===== src/rtl/uart_cmd_rx.sv =====
// 8N1 UART receiver with 16x oversampling and a two-command decoder.
// 'R'/'r' pulse o_run_stop, 'C'/'c' pulse o_clear, each alongside o_rx_done.
module uart_cmd_rx #(
  parameter int CLK_HZ = 100_000_000,
  parameter int BAUD   = 9600,
  parameter int DIV    = CLK_HZ / (BAUD * 16)
) (
  input  logic       clk,
  input  logic       reset,
  input  logic       rx,
  output logic [7:0] o_rx_data,
  output logic       o_rx_done,
  output logic       o_frame_err,
  output logic       o_run_stop,
  output logic       o_clear
);

  localparam int CW = (DIV > 1) ? $clog2(DIV) : 1;

  typedef enum logic [2:0] {IDLE, START, DATA, STOP, WAIT_IDLE} state_t;

  state_t        state;
  logic [CW-1:0] tick_cnt;
  logic          tick;
  logic          rx_meta;
  logic          rx_s;
  logic [3:0]    os_cnt;
  logic [2:0]    bit_idx;
  logic [7:0]    shift_reg;
  logic          is_run;
  logic          is_clear;

  always_ff @(posedge clk or posedge reset) begin
    if (reset) begin
      rx_meta <= 1'b1;
      rx_s    <= 1'b1;
    end else begin
      rx_meta <= rx;
      rx_s    <= rx_meta;
    end
  end

  always_ff @(posedge clk or posedge reset) begin
    if (reset)
      tick_cnt <= '0;
    else if (tick)
      tick_cnt <= '0;
    else
      tick_cnt <= tick_cnt + CW'(1);
  end

  assign tick = (tick_cnt == CW'(DIV - 1));

  assign is_run   = (shift_reg == 8'h52) || (shift_reg == 8'h72);
  assign is_clear = (shift_reg == 8'h43) || (shift_reg == 8'h63);

  // START waits half a bit to land mid start bit; DATA/STOP then sample every
  // full bit. WAIT_IDLE swallows a held-low line after a framing error.
  always_ff @(posedge clk or posedge reset) begin
    if (reset) begin
      state       <= IDLE;
      os_cnt      <= '0;
      bit_idx     <= '0;
      shift_reg   <= '0;
      o_rx_data   <= '0;
      o_rx_done   <= 1'b0;
      o_frame_err <= 1'b0;
      o_run_stop  <= 1'b0;
      o_clear     <= 1'b0;
    end else begin
      o_rx_done   <= 1'b0;
      o_frame_err <= 1'b0;
      o_run_stop  <= 1'b0;
      o_clear     <= 1'b0;
      case (state)
        IDLE: begin
          if (!rx_s) begin
            state   <= START;
            os_cnt  <= '0;
            bit_idx <= '0;
          end
        end
        START: begin
          if (tick) begin
            if (os_cnt == 4'd7) begin
              os_cnt <= '0;
              state  <= rx_s ? IDLE : DATA;
            end else begin
              os_cnt <= os_cnt + 4'd1;
            end
          end
        end
        DATA: begin
          if (tick) begin
            if (os_cnt == 4'd15) begin
              os_cnt             <= '0;
              shift_reg[bit_idx] <= rx_s;
              bit_idx            <= bit_idx + 3'd1;
              if (bit_idx == 3'd7)
                state <= STOP;
            end else begin
              os_cnt <= os_cnt + 4'd1;
            end
          end
        end
        STOP: begin
          if (tick) begin
            if (os_cnt == 4'd15) begin
              os_cnt <= '0;
              if (rx_s) begin
                o_rx_data  <= shift_reg;
                o_rx_done  <= 1'b1;
                o_run_stop <= is_run;
                o_clear    <= is_clear;
                state      <= IDLE;
              end else begin
                o_frame_err <= 1'b1;
                state       <= WAIT_IDLE;
              end
            end else begin
              os_cnt <= os_cnt + 4'd1;
            end
          end
        end
        WAIT_IDLE: begin
          if (rx_s)
            state <= IDLE;
        end
        default: state <= IDLE;
      endcase
    end
  end

endmodule


===== config.mk =====
export PLATFORM = sky130hd
export DESIGN_NAME = uart_cmd_rx
export DESIGN_NICKNAME = d
export VERILOG_FILES = /design/src/rtl/uart_cmd_rx.sv
export SDC_FILE = /design/constraint.sdc
export NUM_CORES = 1
export LEC_CHECK = 0
export CAP_MARGIN = 40
export CORE_ASPECT_RATIO = 1.2
export CORE_MARGIN = 10
export CORE_UTILIZATION = 54
export CTS_BUF_LIST = sky130_fd_sc_hd__clkbuf_8
export DETAILED_ROUTE_END_ITERATION = 7
export HOLD_SLACK_MARGIN = 0.05
export PLACE_DENSITY = 0.82
export SLEW_MARGIN = 30
export SYNTH_ARGS = -nofsm -noshare
export SYNTH_HDL_FRONTEND = slang
export SYNTH_SLANG_ARGS = --single-unit

===== constraint.sdc =====
create_clock -name clk -period 2.5 [get_ports clk]
set_input_delay 0.25 -clock clk [delete_from_list [all_inputs] [get_ports clk]]
set_output_delay 0.25 -clock clk [all_outputs]
set_load 0.1 [all_outputs]

==> results.cfg, run 1 <==
[worst_setup_path]
worstPathCellList = or4b_4, buf_4, or3_1, a2111o_1, mux2_2
start_kind = register
cp_slowest_cell = or4b_4
required_ps = 2680
crit_path_end_kind = register
worstPathMaxFanout = 5
crit_type = register to register
cp.arrival_ps = 2550
max_stage_delay_ps = 540

[sta]
setup_violations = 0
slew_headroom = 0.665
hold_viol_final = 0
post-route-min-period_ps = 2380
tns_ps = 0
rsz0062_at_grt = no
worst_slack_ps = 125
period_share = 0.950
max_freq_mhz = 421
skew_ps = 8.66
tightest_slew_ps = 502
timing.final.max_slew_violations = 0

[clocking]
ctsRootBufferMaster = clkbuf_8
cts_setup_buffers = 0
cts_buffers = 5
cts_sinks = 42
cts_tree = yes
cts_max_level = 2
clkLatencyLatePin_ps = 300
clk_pin_slew_worst_paths_ps = 80
clockBufferDepth = 2

[run_status]
status = finished clean

[floorplan]
die_h_um = 86.5
die_w_um = 75.4
boundaryPins = 15
rows = 24
initial_core_util = 0.552
dieArea_mm2 = 0.00653
core_area_mm2 = 0.00360

[routing]
wl_per_cell_um = 16.2
firstDrtPassIters = 4
vias_per_cell = 5.97
drtAntennaViolNets = 0
drt_first_iter_violations = 131
vias = 1404
drc = 0
drt_wl_total_um = 3800

[global_route]
antenna_found_initial = 0
grt_pass1_vias = 1444
grt.total_usage = 0.126
grt_pass1_wl_um = 6450
grt_max_degree = 43
gr-total-overflow = 0

[power]
leakage_nw = 1.11
vdd_ir_drop_max_uv = 475
p_per_area_mw_per_mm2 = 579

[final_layout]
syn2layout_area_growth_pct = 18.3
antenna_cells = 0
drive_gt1_frac = 0.321
largest_reg_flops = 10
fin_nets = 203

[placed_design]
place_hpwl_um = 2730
place_congestion = 0.843
place_ws_ps = 52.5
port_buffers = 14

[yosys]
yosys.area.top_type = dfrtp_1
synth_area_mm2 = 0.00199
synthesis.nets = 179
ys_ff_latch = 42
synth_area_leaders = dfrtp_1 50%, mux2_2 9.1%, ha_1 3.1%
synth_top_area_share = 0.503
synthCells = 171
ys_seq_area_frac = 0.529
syn-mean-instance-area_um2 = 11.6
yosysUniqueCellTypes = 42
ys_warn_count = 0

[min_path]
min_path_type = register to register

[flow_run]
drv_cap = 0
[cell usage after synthesis (all sizes together)]
master   instances
dfrtp           40
a2111o           1
and4             2
nand3            5
mux2            17
inv              4
or3              1
o21ai            2
xnor2            6
a22o             2
nor4b            3
clkbuf           9
a2bb2oi          1
nand2           13
or3b             1
dfstp            2
a22oi            1
buf              2
a21o             1
a221oi           1
and4bb           1
or2              1
nor2            12
nor4             5
or4b             1
or4              1
nor3             5
nor3b            2
nand4            6
mux2i            3
a21oi            2
o31ai            2
a311oi           2
ha               5
or4bb            1
and3             6
xor2             2
[final timing paths]
| check | startpoint | endpoint | slack, ps | cells past startpoint |
|---|---|---|---|---|
| max in group asynchronous | reset | rx_s | 1760 | 3 |
| min in group asynchronous | reset | tick_cnt[9] | 380 | 3 |
| min | rx_meta | rx_s | 360 | 0 |
| min reg2reg | rx_meta | rx_s | 360 | 0 |
| max reg2reg | tick_cnt[4] | bit_idx[0] | 120 | 5 |
| max | tick_cnt[4] | bit_idx[0] | 120 | 5 |
[cell type report]
| cell class | instances | area, µm² |
|---|---|---|
| Tap cell | 39 | 48.8 |
| Multi-Input combinational cell | 114 | 880 |
| Fill cell | 278 | 1250 |
| Inverter | 4 | 15.0 |
| Timing Repair Buffer | 28 | 215 |
| Clock inverter | 2 | 60.1 |
| Sequential cell | 42 | 1050 |
| Clock buffer | 6 | 82.6 |
[stage by stage]
| stage | power, mW | util | area [µm²] | hold WS (ps) | std cells |
|---|---|---|---|---|---|
| global route | 1.40 | 0.653 | 2350 | 363 | 235 |
| CTS | 1.37 | 0.652 | 2350 | 364 | 235 |
| finish | 1.36 | 0.653 | 2350 | 362 | 235 |
| global placement | 0.717 | 0.613 | 2210 | 348 | 227 |
| detailed placement | 0.718 | 0.613 | 2210 | 351 | 227 |
| floorplan | 0.709 | - | 1990 | 254 | 171 |
[cells by family after synthesis]
kind of cell | after synthesis | synth area share
AND/OR/NAND/NOR | 66 | 0.204
flip-flops | 42 | 0.529
adder cells (fa/ha/maj) | 5 | 0.0314
XOR/XNOR | 8 | 0.0352
buffers and inverters | 15 | 0.0308
multiplexers | 20 | 0.111
AO/OA/AOI/OAI | 15 | 0.0585
[cell usage in the layout, fill, tap and decap left out, types with 3 or more instances in the layout]
cell,instances
mux2_2,16
nand3_1,5
inv_1,4
clkbuf_8,6
buf_4,26
nor3_1,5
nand4_1,6
and3_1,5
nor2_1,12
nand2_1,13
ha_1,5
nor4_1,5
mux2i_1,3
dfrtp_1,40
xnor2_1,6
[where the power goes]
part | leakage [nW] | internal (mW) | switching (mW)
sequential | 0.560 | 0.682 | 0.00401
clock | 0.0714 | 0.426 | 0.234
combinational | 0.479 | 0.00437 | 0.0135
total | 1.11 | 1.11 | 0.251
[critical path, delay by kind of cell, from the launching register on]
kind | cells | cell delay [ps]
multiplexers | 1 | 270
AND/OR/NAND/NOR | 2 | 970
buffers and inverters | 1 | 160
AO/OA/AOI/OAI | 1 | 470
flip-flops | 1 | 390
[metal layers]
layer,part of all wire,track usage
met5,0,0
met3,0.035,0.0389
met4,0.019,0.0575
met1,0.44,0.144
met2,0.51,0.207
[what timing repair did]
| action | CTS | global route |
|---|---|---|
| setup endpoints to repair | 0 | 3 |
| gates resized for setup | 0 | 1 |
| hold buffers | 0 | 0 |
(Power assumes the default switching activity.)
==> run 2: changes to the inputs <==
CORE_UTILIZATION = 35   (was 54)
PLACE_DENSITY = 0.59   (was 0.82)
==> results.cfg, run 2 (synthesis results as in run 1) <==
[run_status]
status = finished clean

[sta]
slew_headroom = 0.650
worst_slack_ps = 170
skew_ps = 8.44
tightest_slew_ps = 525
max_freq_mhz = 429
setup_violations = 0
rsz0062_at_grt = no
timing.final.max_slew_violations = 0
tns_ps = 0
hold_viol_final = 0
period_share = 0.932
post-route-min-period_ps = 2330

[global_route]
grt_pass1_vias = 1349
gr-total-overflow = 0
grt_pass1_wl_um = 6290
antenna_found_initial = 0
grt.total_usage = 0.0885
grt_max_degree = 43

[flow_run]
drv_cap = 0

[floorplan]
rows = 30
dieArea_mm2 = 0.00912
boundaryPins = 15
die_h_um = 103
core_area_mm2 = 0.00559
initial_core_util = 0.356
die_w_um = 88.8

[min_path]
min_path_type = input pin to register

[worst_setup_path]
r2r_slack_ps = 170
required_ps = 2680
crit_path_end_kind = register
crit_type = register to register
cp.arrival_ps = 2510
start_kind = register
worstPathMaxFanout = 8

[final_layout]
syn2layout_area_growth_pct = 17.9
fin_nets = 204
mostFrequentLayoutCells = 40 x dfrtp_1, 27 x buf_4, 16 x mux2_2, 13 x nand2_1, 12 x nor2_1
mostFrequentLayoutCell = dfrtp_1
largest_reg_flops = 10
n_fill_cell = 531
final_cells = 261
antenna_cells = 0
drive_gt1_frac = 0.325

[routing]
drt_wl_total_um = 3760
drc = 0
drt_first_iter_violations = 65
drtAntennaViolNets = 0
vias = 1314
wl_per_cell_um = 14.4
firstDrtPassIters = 4
vias_per_cell = 5.03

[clocking]
cts_tree = yes
clockBufferDepth = 2
cts_max_level = 2
cts_resized = 0
cts_setup_buffers = 0
cts_buffers = 5
clk_pin_slew_worst_paths_ps = 80
cts_sinks = 42
clkLatencyLatePin_ps = 300
ctsHoldBuffers = 0
ctsRootBufferMaster = clkbuf_8

[power]
vdd_ir_drop_max_uv = 355
leakage_nw = 1.09
p_per_area_mw_per_mm2 = 496

[placed_design]
place_congestion = 0.805
place_hpwl_um = 2620
place_ws_ps = 24.6
port_buffers = 14
dp.cells = 253
run 2: cell count changes in the layout (fill, tap and decap cells not counted), sizes merged:
cell      before  now
bufinv         2    0
buf           26   27
clkinv         0    1
clkinvlp       0    1
run 2: per-stage QoR:
| stage | instance area [µm²] | power, mW | hold slack [ps] | utilization |
|---|---|---|---|---|
| after global routing | 2350 | 1.21 | 361 | 0.419 |
| after floorplan | 1990 | 0.709 | 254 | - |
| final | 2350 | 1.16 | 356 | 0.419 |
| after global placement | 2250 | 0.719 | 347 | 0.402 |
| after detailed placement | 2250 | 0.718 | 349 | 0.402 |
| after CTS | 2340 | 1.18 | 352 | 0.419 |
run 2: area by class of cell:
type / instances / area (µm²) / share of cell area
clock inverter: 2 / 12.5 / 0.00533
inverter: 4 / 15.0 / 0.00640
tap: 64 / 80.1 / 0.0341
clock buffer: 6 / 82.6 / 0.0352
timing repair buffer: 29 / 223 / 0.0949
sequential: 42 / 1050 / 0.449
multi-input combinational: 114 / 880 / 0.375
run 2: worst max-delay path, stage by stage (launching register included):
cell and delay, ps:
dfrtp_1 380, or4b_4 540, or4_4 630, and4bb_2 330, mux2_2 320
run 2: worst paths after layout:
check,to,start,depth (start not counted)
max in group asynchronous,rx_s,reset,3
worst max register to register,shift_reg[3],tick_cnt[4],4
worst min-delay path,rx_meta,rx,1
min in group asynchronous,state[0],reset,3
worst max-delay path,shift_reg[3],tick_cnt[4],4
worst min register to register,rx_s,rx_meta,0
run 2: where the power goes:
part	internal [mW]	switching [mW]
Sequential	0.682	0.00347
Clock	0.222	0.237
Combinational	0.00435	0.0139
run 2: metal layers:
layer / wire length, µm / vias up / share of wire / track usage
met5: 0 / - / 0 / 0
met3: 106 / 5 / 0.028 / 0.0269
met4: 78 / 0 / 0.021 / 0.0411
met2: 1740 / 18 / 0.46 / 0.139
met1: 1840 / 616 / 0.49 / 0.108
li1: - / 675 / - / -
